<file path="config.mk">
export PLATFORM = sky130hd
export DESIGN_NAME = primrec_seq_flat
export DESIGN_NICKNAME = d
export VERILOG_FILES = /design/src/rtl/primrec_seq_pkg.sv /design/src/rtl/primrec_seq_if.sv /design/src/rtl/primrec_seq_watchdog.sv /design/src/rtl/primrec_seq.sv /design/src/flat_wrapper.sv
export SDC_FILE = /design/constraint.sdc
export NUM_CORES = 1
export LEC_CHECK = 0
export ABC_AREA = 1
export ABC_CLOCK_PERIOD_IN_PS = 3110
export BUFFER_PORTS_ARGS = -buffer_cell sky130_fd_sc_hd__buf_2
export CORE_UTILIZATION = 41
export CTS_CLUSTER_DIAMETER = 50
export DETAILED_ROUTE_END_ITERATION = 10
export PLACE_DENSITY = 0.67
export SLEW_MARGIN = 10
export SYNTH_ARGS = -nofsm -noshare
export SYNTH_HDL_FRONTEND = slang
export SYNTH_HIERARCHICAL = 1
export SYNTH_SLANG_ARGS = --single-unit
</file>
<file path="constraint.sdc">
create_clock -name CLK -period 3.11 [get_ports CLK]
set_clock_uncertainty 0.2 [all_clocks]
set_input_delay 0.1555 -clock CLK [delete_from_list [all_inputs] [get_ports CLK]]
set_output_delay 0.1555 -clock CLK [all_outputs]
set_load 0.005 [all_outputs]
</file>
<file path="src/rtl/primrec_seq_pkg.sv">
// Shared definitions for the primitive-recursion sequencer: default widths,
// watchdog limit and the FSM state encoding.
package primrec_seq_pkg;

    localparam int DEFAULT_BW       = 16;
    localparam int DEFAULT_WW       = 8;
    localparam int DEFAULT_MAX_WAIT = 255;

    typedef enum logic [1:0] {
        IDLE    = 2'd0,
        CHECK   = 2'd1,
        WAIT_LO = 2'd2,
        WAIT_HI = 2'd3
    } state_t;

endpackage

</file>
<file path="src/rtl/primrec_seq_if.sv">
// Parent and child ST/RD handshakes of the sequencer bundled in one interface.
// The slave side is the sequencer itself; the master side is its environment.
interface primrec_seq_if import primrec_seq_pkg::*; #(
    parameter int BW = DEFAULT_BW
);
    logic          ST;
    logic [BW-1:0] IN0;
    logic [BW-1:0] IN1;
    logic          RD;
    logic [BW-1:0] RES;
    logic          ERR;

    logic          H_ST;
    logic          H_RD;
    logic [BW-1:0] H_RES;
    logic [BW-1:0] H_IN0;
    logic [BW-1:0] H_IN1;
    logic [BW-1:0] H_IN2;

    modport master (
        output ST, IN0, IN1, H_RD, H_RES,
        input  RD, RES, ERR, H_ST, H_IN0, H_IN1, H_IN2
    );

    modport slave (
        input  ST, IN0, IN1, H_RD, H_RES,
        output RD, RES, ERR, H_ST, H_IN0, H_IN1, H_IN2
    );

endinterface

</file>
<file path="src/rtl/primrec_seq_watchdog.sv">
// Handshake watchdog: counts waiting cycles and flags when the limit is reached.
module hs_watchdog import primrec_seq_pkg::*; #(
    parameter int WW       = DEFAULT_WW,
    parameter int MAX_WAIT = DEFAULT_MAX_WAIT
) (
    input  logic CLK,
    input  logic RST,
    input  logic i_clear,
    input  logic i_enable,
    output logic o_expired
);

    localparam logic [WW-1:0] LIMIT = WW'(MAX_WAIT);

    logic [WW-1:0] r_count;

    always_ff @(posedge CLK) begin
        if (RST || i_clear) begin
            r_count <= '0;
        end else if (i_enable) begin
            r_count <= r_count + 1'b1;
        end
    end

    assign o_expired = (r_count == LIMIT);

endmodule

</file>
<file path="src/rtl/primrec_seq.sv">
// Primitive-recursion sequencer: f(x,0)=x, f(x,i+1)=h(x,i,f(x,i)), with h
// evaluated by an external child block over a second ST/RD handshake.
module primrec_seq import primrec_seq_pkg::*; #(
    parameter int BW       = DEFAULT_BW,
    parameter int WW       = DEFAULT_WW,
    parameter int MAX_WAIT = DEFAULT_MAX_WAIT
) (
    input  logic         CLK,
    input  logic         RST,
    primrec_seq_if.slave bus
);

    state_t        r_state;
    state_t        w_stateNext;
    logic          r_stOld;
    logic [BW-1:0] r_x,   w_xNext;
    logic [BW-1:0] r_n,   w_nNext;
    logic [BW-1:0] r_acc, w_accNext;
    logic [BW-1:0] r_cnt, w_cntNext;
    logic [BW-1:0] r_res, w_resNext;
    logic          r_rd,  w_rdNext;
    logic          r_err, w_errNext;
    logic          r_hSt, w_hStNext;
    logic          w_stRise;
    logic          w_wdClear;
    logic          w_wdEnable;
    logic          w_wdExpired;

    hs_watchdog #(
        .WW       (WW),
        .MAX_WAIT (MAX_WAIT)
    ) u_watchdog (
        .CLK       (CLK),
        .RST       (RST),
        .i_clear   (w_wdClear),
        .i_enable  (w_wdEnable),
        .o_expired (w_wdExpired)
    );

    // The edge detector keeps tracking ST through reset so a held ST cannot fire afterwards.
    always_ff @(posedge CLK) begin
        r_stOld <= bus.ST;
    end

    assign w_stRise = bus.ST & ~r_stOld;

    always_ff @(posedge CLK) begin
        if (RST) begin
            r_state <= IDLE;
        end else begin
            r_state <= w_stateNext;
        end
    end

    always_comb begin
        w_stateNext = r_state;
        w_xNext     = r_x;
        w_nNext     = r_n;
        w_accNext   = r_acc;
        w_cntNext   = r_cnt;
        w_resNext   = r_res;
        w_rdNext    = r_rd;
        w_errNext   = r_err;
        w_hStNext   = r_hSt;
        w_wdClear   = 1'b0;
        w_wdEnable  = 1'b0;
        case (r_state)
            IDLE: begin
                if (w_stRise) begin
                    w_xNext     = bus.IN0;
                    w_nNext     = bus.IN1;
                    w_accNext   = bus.IN0;
                    w_cntNext   = '0;
                    w_rdNext    = 1'b0;
                    w_errNext   = 1'b0;
                    w_stateNext = CHECK;
                end
            end
            CHECK: begin
                if (r_cnt == r_n) begin
                    w_resNext   = r_acc;
                    w_rdNext    = 1'b1;
                    w_stateNext = IDLE;
                end else begin
                    w_hStNext   = 1'b1;
                    w_wdClear   = 1'b1;
                    w_stateNext = WAIT_LO;
                end
            end
            WAIT_LO: begin
                if (!bus.H_RD) begin
                    w_hStNext   = 1'b0;
                    w_wdClear   = 1'b1;
                    w_stateNext = WAIT_HI;
                end else if (w_wdExpired) begin
                    w_errNext   = 1'b1;
                    w_resNext   = r_acc;
                    w_hStNext   = 1'b0;
                    w_rdNext    = 1'b1;
                    w_stateNext = IDLE;
                end else begin
                    w_wdEnable  = 1'b1;
                end
            end
            WAIT_HI: begin
                if (bus.H_RD) begin
                    w_accNext   = bus.H_RES;
                    w_cntNext   = r_cnt + 1'b1;
                    w_stateNext = CHECK;
                end else if (w_wdExpired) begin
                    w_errNext   = 1'b1;
                    w_resNext   = r_acc;
                    w_hStNext   = 1'b0;
                    w_rdNext    = 1'b1;
                    w_stateNext = IDLE;
                end else begin
                    w_wdEnable  = 1'b1;
                end
            end
            default: begin
                w_stateNext = IDLE;
            end
        endcase
    end

    always_ff @(posedge CLK) begin
        if (RST) begin
            r_x   <= '0;
            r_n   <= '0;
            r_acc <= '0;
            r_cnt <= '0;
            r_res <= '0;
            r_rd  <= 1'b1;
            r_err <= 1'b0;
            r_hSt <= 1'b0;
        end else begin
            r_x   <= w_xNext;
            r_n   <= w_nNext;
            r_acc <= w_accNext;
            r_cnt <= w_cntNext;
            r_res <= w_resNext;
            r_rd  <= w_rdNext;
            r_err <= w_errNext;
            r_hSt <= w_hStNext;
        end
    end

    // Child operands come straight from the working registers.
    assign bus.RD    = r_rd;
    assign bus.RES   = r_res;
    assign bus.ERR   = r_err;
    assign bus.H_ST  = r_hSt;
    assign bus.H_IN0 = r_x;
    assign bus.H_IN1 = r_cnt;
    assign bus.H_IN2 = r_acc;

endmodule
</file>
<file path="src/flat_wrapper.sv">
// flat-port wrapper written by rule: the top's interface ports become plain ports
module primrec_seq_flat import primrec_seq_pkg::*;
#(
    parameter int BW       = DEFAULT_BW,
    parameter int WW       = DEFAULT_WW,
    parameter int MAX_WAIT = DEFAULT_MAX_WAIT
)
  (CLK, RST, bus_ST, bus_IN0, bus_IN1, bus_H_RD, bus_H_RES, bus_RD, bus_RES, bus_ERR, bus_H_ST, bus_H_IN0, bus_H_IN1, bus_H_IN2);
  primrec_seq_if #(.BW(BW)) bus_i ();
  input  logic CLK;
  input  logic RST;
  input wire logic [$bits(bus_i.ST)-1:0] bus_ST;
  input wire logic [$bits(bus_i.IN0)-1:0] bus_IN0;
  input wire logic [$bits(bus_i.IN1)-1:0] bus_IN1;
  input wire logic [$bits(bus_i.H_RD)-1:0] bus_H_RD;
  input wire logic [$bits(bus_i.H_RES)-1:0] bus_H_RES;
  output wire logic [$bits(bus_i.RD)-1:0] bus_RD;
  output wire logic [$bits(bus_i.RES)-1:0] bus_RES;
  output wire logic [$bits(bus_i.ERR)-1:0] bus_ERR;
  output wire logic [$bits(bus_i.H_ST)-1:0] bus_H_ST;
  output wire logic [$bits(bus_i.H_IN0)-1:0] bus_H_IN0;
  output wire logic [$bits(bus_i.H_IN1)-1:0] bus_H_IN1;
  output wire logic [$bits(bus_i.H_IN2)-1:0] bus_H_IN2;
  assign bus_i.ST = bus_ST;
  assign bus_i.IN0 = bus_IN0;
  assign bus_i.IN1 = bus_IN1;
  assign bus_i.H_RD = bus_H_RD;
  assign bus_i.H_RES = bus_H_RES;
  assign bus_RD = bus_i.RD;
  assign bus_RES = bus_i.RES;
  assign bus_ERR = bus_i.ERR;
  assign bus_H_ST = bus_i.H_ST;
  assign bus_H_IN0 = bus_i.H_IN0;
  assign bus_H_IN1 = bus_i.H_IN1;
  assign bus_H_IN2 = bus_i.H_IN2;
  primrec_seq #(.BW(BW), .WW(WW), .MAX_WAIT(MAX_WAIT)) u_core (.CLK(CLK), .RST(RST), .bus(bus_i));
endmodule
</file>
# After elaboration in Yosys (flattened, before gate mapping)
# Cells that the tools add are included.
# op_classes
add_sub_neg,2
eq_ne,11
mux,39
bitwise_logic,2
n_reduce_logical,11
# ops
cell,count
$mux W16,8
$pmux W16 S2,2
$pmux W16 S3,1
$mux W1,17
$add A16 B1 Y16 const B,1
$eq A16 B16 Y1,1
$reduce_and A4 Y1,3
$mux W2,5
$add A8 B1 Y8 const B,1
$eq A8 B8 Y1 const B,1
$ne A2 B2 Y1 const B,4
$pmux W2 S4,1
$pmux W1 S3,2
$reduce_and A3 Y1,2
$reduce_bool A3 Y1,2
$eq A2 B2 Y1 const B,2
$ne A2 B1 Y1 const B,2
$pmux W1 S2,2
$pmux W1 S4,1
$eq A2 B1 Y1 const B,1
$logic_not A2 Y1,1
$reduce_and A2 Y1,1
$reduce_bool A2 Y1,1
$and A1 B1 Y1,1
2 further kinds,2
# word_totals
regBits,94
inputBits,52
output_inout_bits,67
wordCells,76

# Depth between registers and ports, before layout
# logic_depth
ltp_word,4
ltp_mapped,13
depth_no_buf,12

# By module
# The synthesis kept the hierarchy.
# modules_own_cells
mod,instances,cells_per_inst,area_per_inst_um2,seq_area_each_um2
primrec_seq,1,617,4111.4,1721.7
hs_watchdog,1,53,380.4,160.2

# Worst setup path after synthesis
# OpenSTA, ideal clock, no wires.
# synth_timing
kind,register to register
from,register u_core.u_watchdog.r_count[0]
to,"register u_core.r_res[10], in the netlist u_core/bus.RES[10]"
setup_ns,0.110
t_arrival_ns,1.908
t_required_ns,2.800
slack_ns,0.892
path_stages_with_launch,10
path_cell_list,dfxtp_1 -> ha_1 -> nand4_1 -> nor3_1 -> o21ai_1 -> nor2_2 -> clkbuf_1 -> nand4_1 -> nand2_1 -> nor2_1
# synth_via
elab_chain_cells,4
elab_cells_between_ends,5
classes_between,eq/ne (1); mux (4)
# synth_lines
item,line,rtl
"start, declared",primrec_seq_watchdog.sv:15,logic [WW-1:0] r_count;
"start signal, assigned",primrec_seq_watchdog.sv:21,r_count <= r_count + 1'b1;
$eq A8 B8 Y1 *,primrec_seq_watchdog.sv:25,assign o_expired = (r_count == LIMIT);
via u_core.w_wdExpired,primrec_seq.sv:27,logic w_wdExpired;
$mux W16 *,n/a,
"$mux W16, on equally long branches",n/a,
$pmux W16 S3 *,n/a,
"end signal, assigned",primrec_seq.sv:141,r_res <= w_resNext;
"end, declared",primrec_seq.sv:20,"logic [BW-1:0] r_res, w_resNext;"
# The timed path passes the listed nets; every way through them passes the cells marked *. The select of a mux whose other input is x is not followed.
# A chain may end at the register's enable or synchronous reset.

# Final worst setup path
# layout_timing
from,register u_core.r_state[0]
to,"register u_core.r_acc[14], in the netlist u_core/bus.H_IN2[14]"
# layout_via
elab_chain_cells,3
elab_cells_between_ends,7
classes_between,eq/ne (3); mux (1); reduce/logical (3)
# layout_lines
item,line,rtl
"start, declared",primrec_seq.sv:13,state_t r_state;
"start signal, assigned",primrec_seq.sv:51,r_state <= w_stateNext;
$eq A2 B2 Y1 or $logic_not A2 Y1 (tied branches),primrec_seq.sv:67,case (r_state)
$ne A2 B2 Y1 (no line) (tied with other cells),n/a,
$reduce_and A3 Y1 (no line),n/a,
"end signal, assigned",primrec_seq.sv:139,r_acc <= w_accNext;
"end, declared",primrec_seq.sv:18,"logic [BW-1:0] r_acc, w_accNext;"
# Parallel ways exist; a longest one is shown, timed or not.

==> summary by stage <==
Status
The run finished with clean final reports.

Place
The post-DP HPWL is about 8.6 mm. The placed instances occupy a cell area of 5180 um2. The count of buffers added on input and output ports is about 120. The placer's final routability congestion estimate is 0.873. After detailed placement, the design holds a cell count of 905.

Power
The standby leakage power is 0.00291 uW. The part of the power in combinational logic is 0.445. In this run the power density over the cells is 742 nW/um2. The switching fraction of total power is 0.405. The worst-case IR drop observed on VDD is 0.000326 V. The net switching component of the power is roughly 1800 uW. Internal power comes to 2620 uW. The design draws about 4400 uW.

The sequential power share is 0.389. The clock network fraction of total power is 0.166.

Setup path
The worst reg-to-reg setup slack is 0.28 ns. The top cell family by delay on the critical path is buffers and inverters. The slowest cell on the critical path is dlygate4sd3_1. The cell repeated most along the worst path is inv_2.

The startpoint of the lowest-slack register-to-register path is u_core/r_state[0]. The critical path arrival is a little under 3 ns. The maximum single-stage delay on the critical path is 0.57 ns. Walking the worst path, the cells encountered are ha_1 > inv_2 > nor2_1 > a21oi_2 > nand2_2 > inv_2 > buf_4 > o21ai_1 > a31oi_1 > dlygate4sd3_1. The maximum fanout encountered on the critical timing path is 37. The worst setup path is launched from a register.

The category of the most critical setup path is reg -> reg. The worst setup path is captured at a register. Together, buffers and inverters on the worst path number 4. For the worst setup path, the data required time is 3.22 ns. The critical path startpoint is u_core/r_state[0].

Synthesis
The count of yosys warnings during synthesis is 6. Yosys mapped the design onto 29 distinct sky130hd cell types. After synthesis, the most frequently instantiated cells are nand2_1 (159), inv_1 (99), dfxtp_1 (94), nor2_1 (88), o21ai_0 (46).

Summing every instance area after synthesis gives 4490 um2. For this run, the leading register cell type out of synthesis is dfxtp_1. The number of flip-flops and latches in the synthesized netlist is 94.

The most repeated cell in the gate-level netlist after synthesis is nand2_1. The number of nets produced by synthesis is 730. The cell count after synthesis is 670.

The top cell type's share of synthesized area is 0.419. The sequential fraction of the synthesis area is 0.419. After synthesis, the share of flip-flops with an asynchronous set or reset is 0. Ranked by total cell area, the synthesized netlist is headed by dfxtp_1 (42%), nand2_1 (13%), inv_1 (8.3%), nor2_1 (7.4%), o21ai_0 (5.1%).

The mean instance size in the synthesized netlist is 6.70 um2. The synthesized design contains 0 enable-type register cells. Of all cell types, the one taking the most synthesized area is dfxtp_1.

Clocking
The number of clock buffers added by TritonCTS is 9. At the later pin of the worst-skew pair, clock insertion delay measures 0.36 ns. The level count of the clock H-tree is 3. The clock tree buffer depth is 2.

The count of buffers added by post-CTS timing repair for setup is 0. The number of gates given a new drive strength after cts is 0. In this run the clock root is driven by a clkbuf_8. TritonCTS built the clock tree. The clock edge transition at the registers on the reported setup and hold paths is 0.09 ns. For this design, the sink count on the clock tree is 94.

Route
The detail route stage leaves a number of antenna-violating nets equal to 0. The first routing iteration left between 300 and 400 violations. The detailed-route wire length is 12.8 mm. In the final routed layout, each cell accounts on average for roughly 13 um.

In the routed layout, each cell is associated on average with a via count of 4.86. The routed layout has 4,745 vias. The number of design rule violations left after detail routing is 0. Before antenna repair, the detailed router went through 7 iterations.

Timing
In this run the tightest slew margin relative to its limit is 0.338. Of the available clock period, the critical path in the final layout requires 0.911. The timing-limited maximum frequency is 353 MHz.

The number of endpoints with negative hold slack in the final report came to 0. The post-route minimum period is 2.83 ns. Setup repair after global routing left no endpoint under its margin.

The number of endpoints failing setup at the final stage is 0. The final count of pins violating max slew is 0. After routing, the total negative slack on setup checks comes to 0 ns. The transition time at the pin with the least slew margin is 0.992 ns.

Cells and area
The proportion of layout cells with a drive suffix above 1 is 0.199. Relative to the synthesized area, the layout overhead comes to 32.0%. The net count of the finished layout is 898. The finished layout holds between 900 and 1,000 standard cells, fillers aside. The finished layout cell area is 5930 um2.

Die
119 I/O pins were placed. The width of the die is approximately 110 um. For this configuration, the core starts out at a cell density of 0.429. The height of the die is 107 um. The die covers 11,400 um2.

The row count is 37. The core box area is 10,500 um2.

Global routing
The via count of the first global-routing pass is between 4,000 and 5,000. The maximum number of pins on one net before global-route repair is 38. The remaining global-route overflow is 0. The number of antenna violations at the first check in global routing is 1.

For this run, the total global-route usage over all layers was measured as 0.227. The first global-routing pass estimated 20.5 mm of wire.

Min path
In this run the worst hold path is classified as in -> reg. The startpoint identified for the worst hold timing path is bus_H_RD.

Run
The count of maximum capacitance violations is 0.
==> cells in the final DEF, fill, tap and decap left out <==
master / n
clkinv_2: 2
inv_2: 12
o21ai_0: 46
o21ai_2: 1
a211oi_1: 4
inv_1: 99
nand2_2: 4
nand3_4: 1
a21oi_1: 37
a21boi_0: 1
clkbuf_8: 11
dfxtp_1: 94
nor2_4: 1
nor2_2: 3
dlygate4sd3_1: 58
a31oi_1: 17
buf_4: 9
o21ai_1: 15
nand3_1: 13
nand2_1: 159
nor3_1: 8
buf_2: 118
ha_1: 8
a21oi_2: 1
clkinv_1: 1
nor3_2: 3
nor2_1: 88
nand3_2: 1
diode_2: 1
nand4_1: 25
==> worst min-delay path: stages <==
cell and delay [ns]:
buf_2 0.13, nor2_1 0.06, inv_2 0.06, nand2_1 0.05, nand2_1 0.06, a21oi_1 0.06
==> repair_timing <==
action / in CTS / in global routing
setup endpoints to repair: 0 / 0
hold buffers: 58 / 0
hold endpoints to repair: 55 / 0
==> area by class of cell <==
class                      instances  area, um2
fill                             999       4530
multi-input combinational        436       2050
sequential                        94       1880
timing repair buffer             185       1240
inverter                         112        420
tap                              136        170
clock buffer                      11        151
clock inverter                     2       10.0
antenna                            1       2.50
==> power by group through the flow <==
stage	registers (uW)	clock network (uW)	logic [uW]
6_report	1710	730	1960
2_1_floorplan	1700	0	1300
5_1_grt	1740	797	2210
3_5_place_dp	1730	0	1790
3_3_place_gp	1720	0	1750
4_1_cts	1710	750	1930
==> per-stage QoR <==
| stage | hold WS, ns | setup WS, ns | utilization |
|---|---|---|---|
| 6_report | 0.0653 | 0.275 | 0.567 |
| 3_3_place_gp | 0.0754 | 0.719 | 0.495 |
| 3_5_place_dp | 0.0765 | 0.643 | 0.495 |
| 4_1_cts | 0.0398 | 0.322 | 0.566 |
| 5_1_grt | 0.0734 | 0.122 | 0.567 |
| 2_1_floorplan | -0.0168 | 0.892 | - |
==> per-layer routing <==
| layer | up-vias | GRT usage | routed length [um] |
|---|---|---|---|
| met2 | 159 | 0.347 | 5860 |
| met3 | 37 | 0.0401 | 592 |
| met5 | - | 0 | 0 |
| met4 | 0 | 0.138 | 440 |
| li1 | 2456 | - | - |
| met1 | 2093 | 0.298 | 5870 |
==> cells by family (layout without fill, tap and decap cells) <==
kind of cell / Yosys count / after routing / synth area share
AND/OR/NAND/NOR: 306 / 306 / 0.290
buffers and inverters: 140 / 310 / 0.124
AO/OA/AOI/OAI: 122 / 122 / 0.145
flip-flops: 94 / 94 / 0.419
adder cells (fa/ha/maj): 8 / 8 / 0.0223
other: 0 / 1 / 0
==> flip-flops by register name, indices dropped and copies added (netlist names) <==
register and flops:
u_core/bus.RES 16, u_core/bus.ERR 1, u_core/bus.RD 1, u_core/r_n 16
u_core/bus.H_IN0 16, u_core/bus.H_ST 1, u_core/bus.H_IN1 16, u_core/r_stOld 1
u_core/u_watchdog/r_count 8, u_core/bus.H_IN2 16, u_core/r_state 2
==> worst paths after layout <==
check,to,cells past startpoint
max,u_core/bus.H_IN2[14],10
min,u_core/r_state[0],6
max reg2reg,u_core/bus.H_IN2[14],10
min reg2reg,u_core/r_n[12],2
Power figures use the tool's default switching activity.
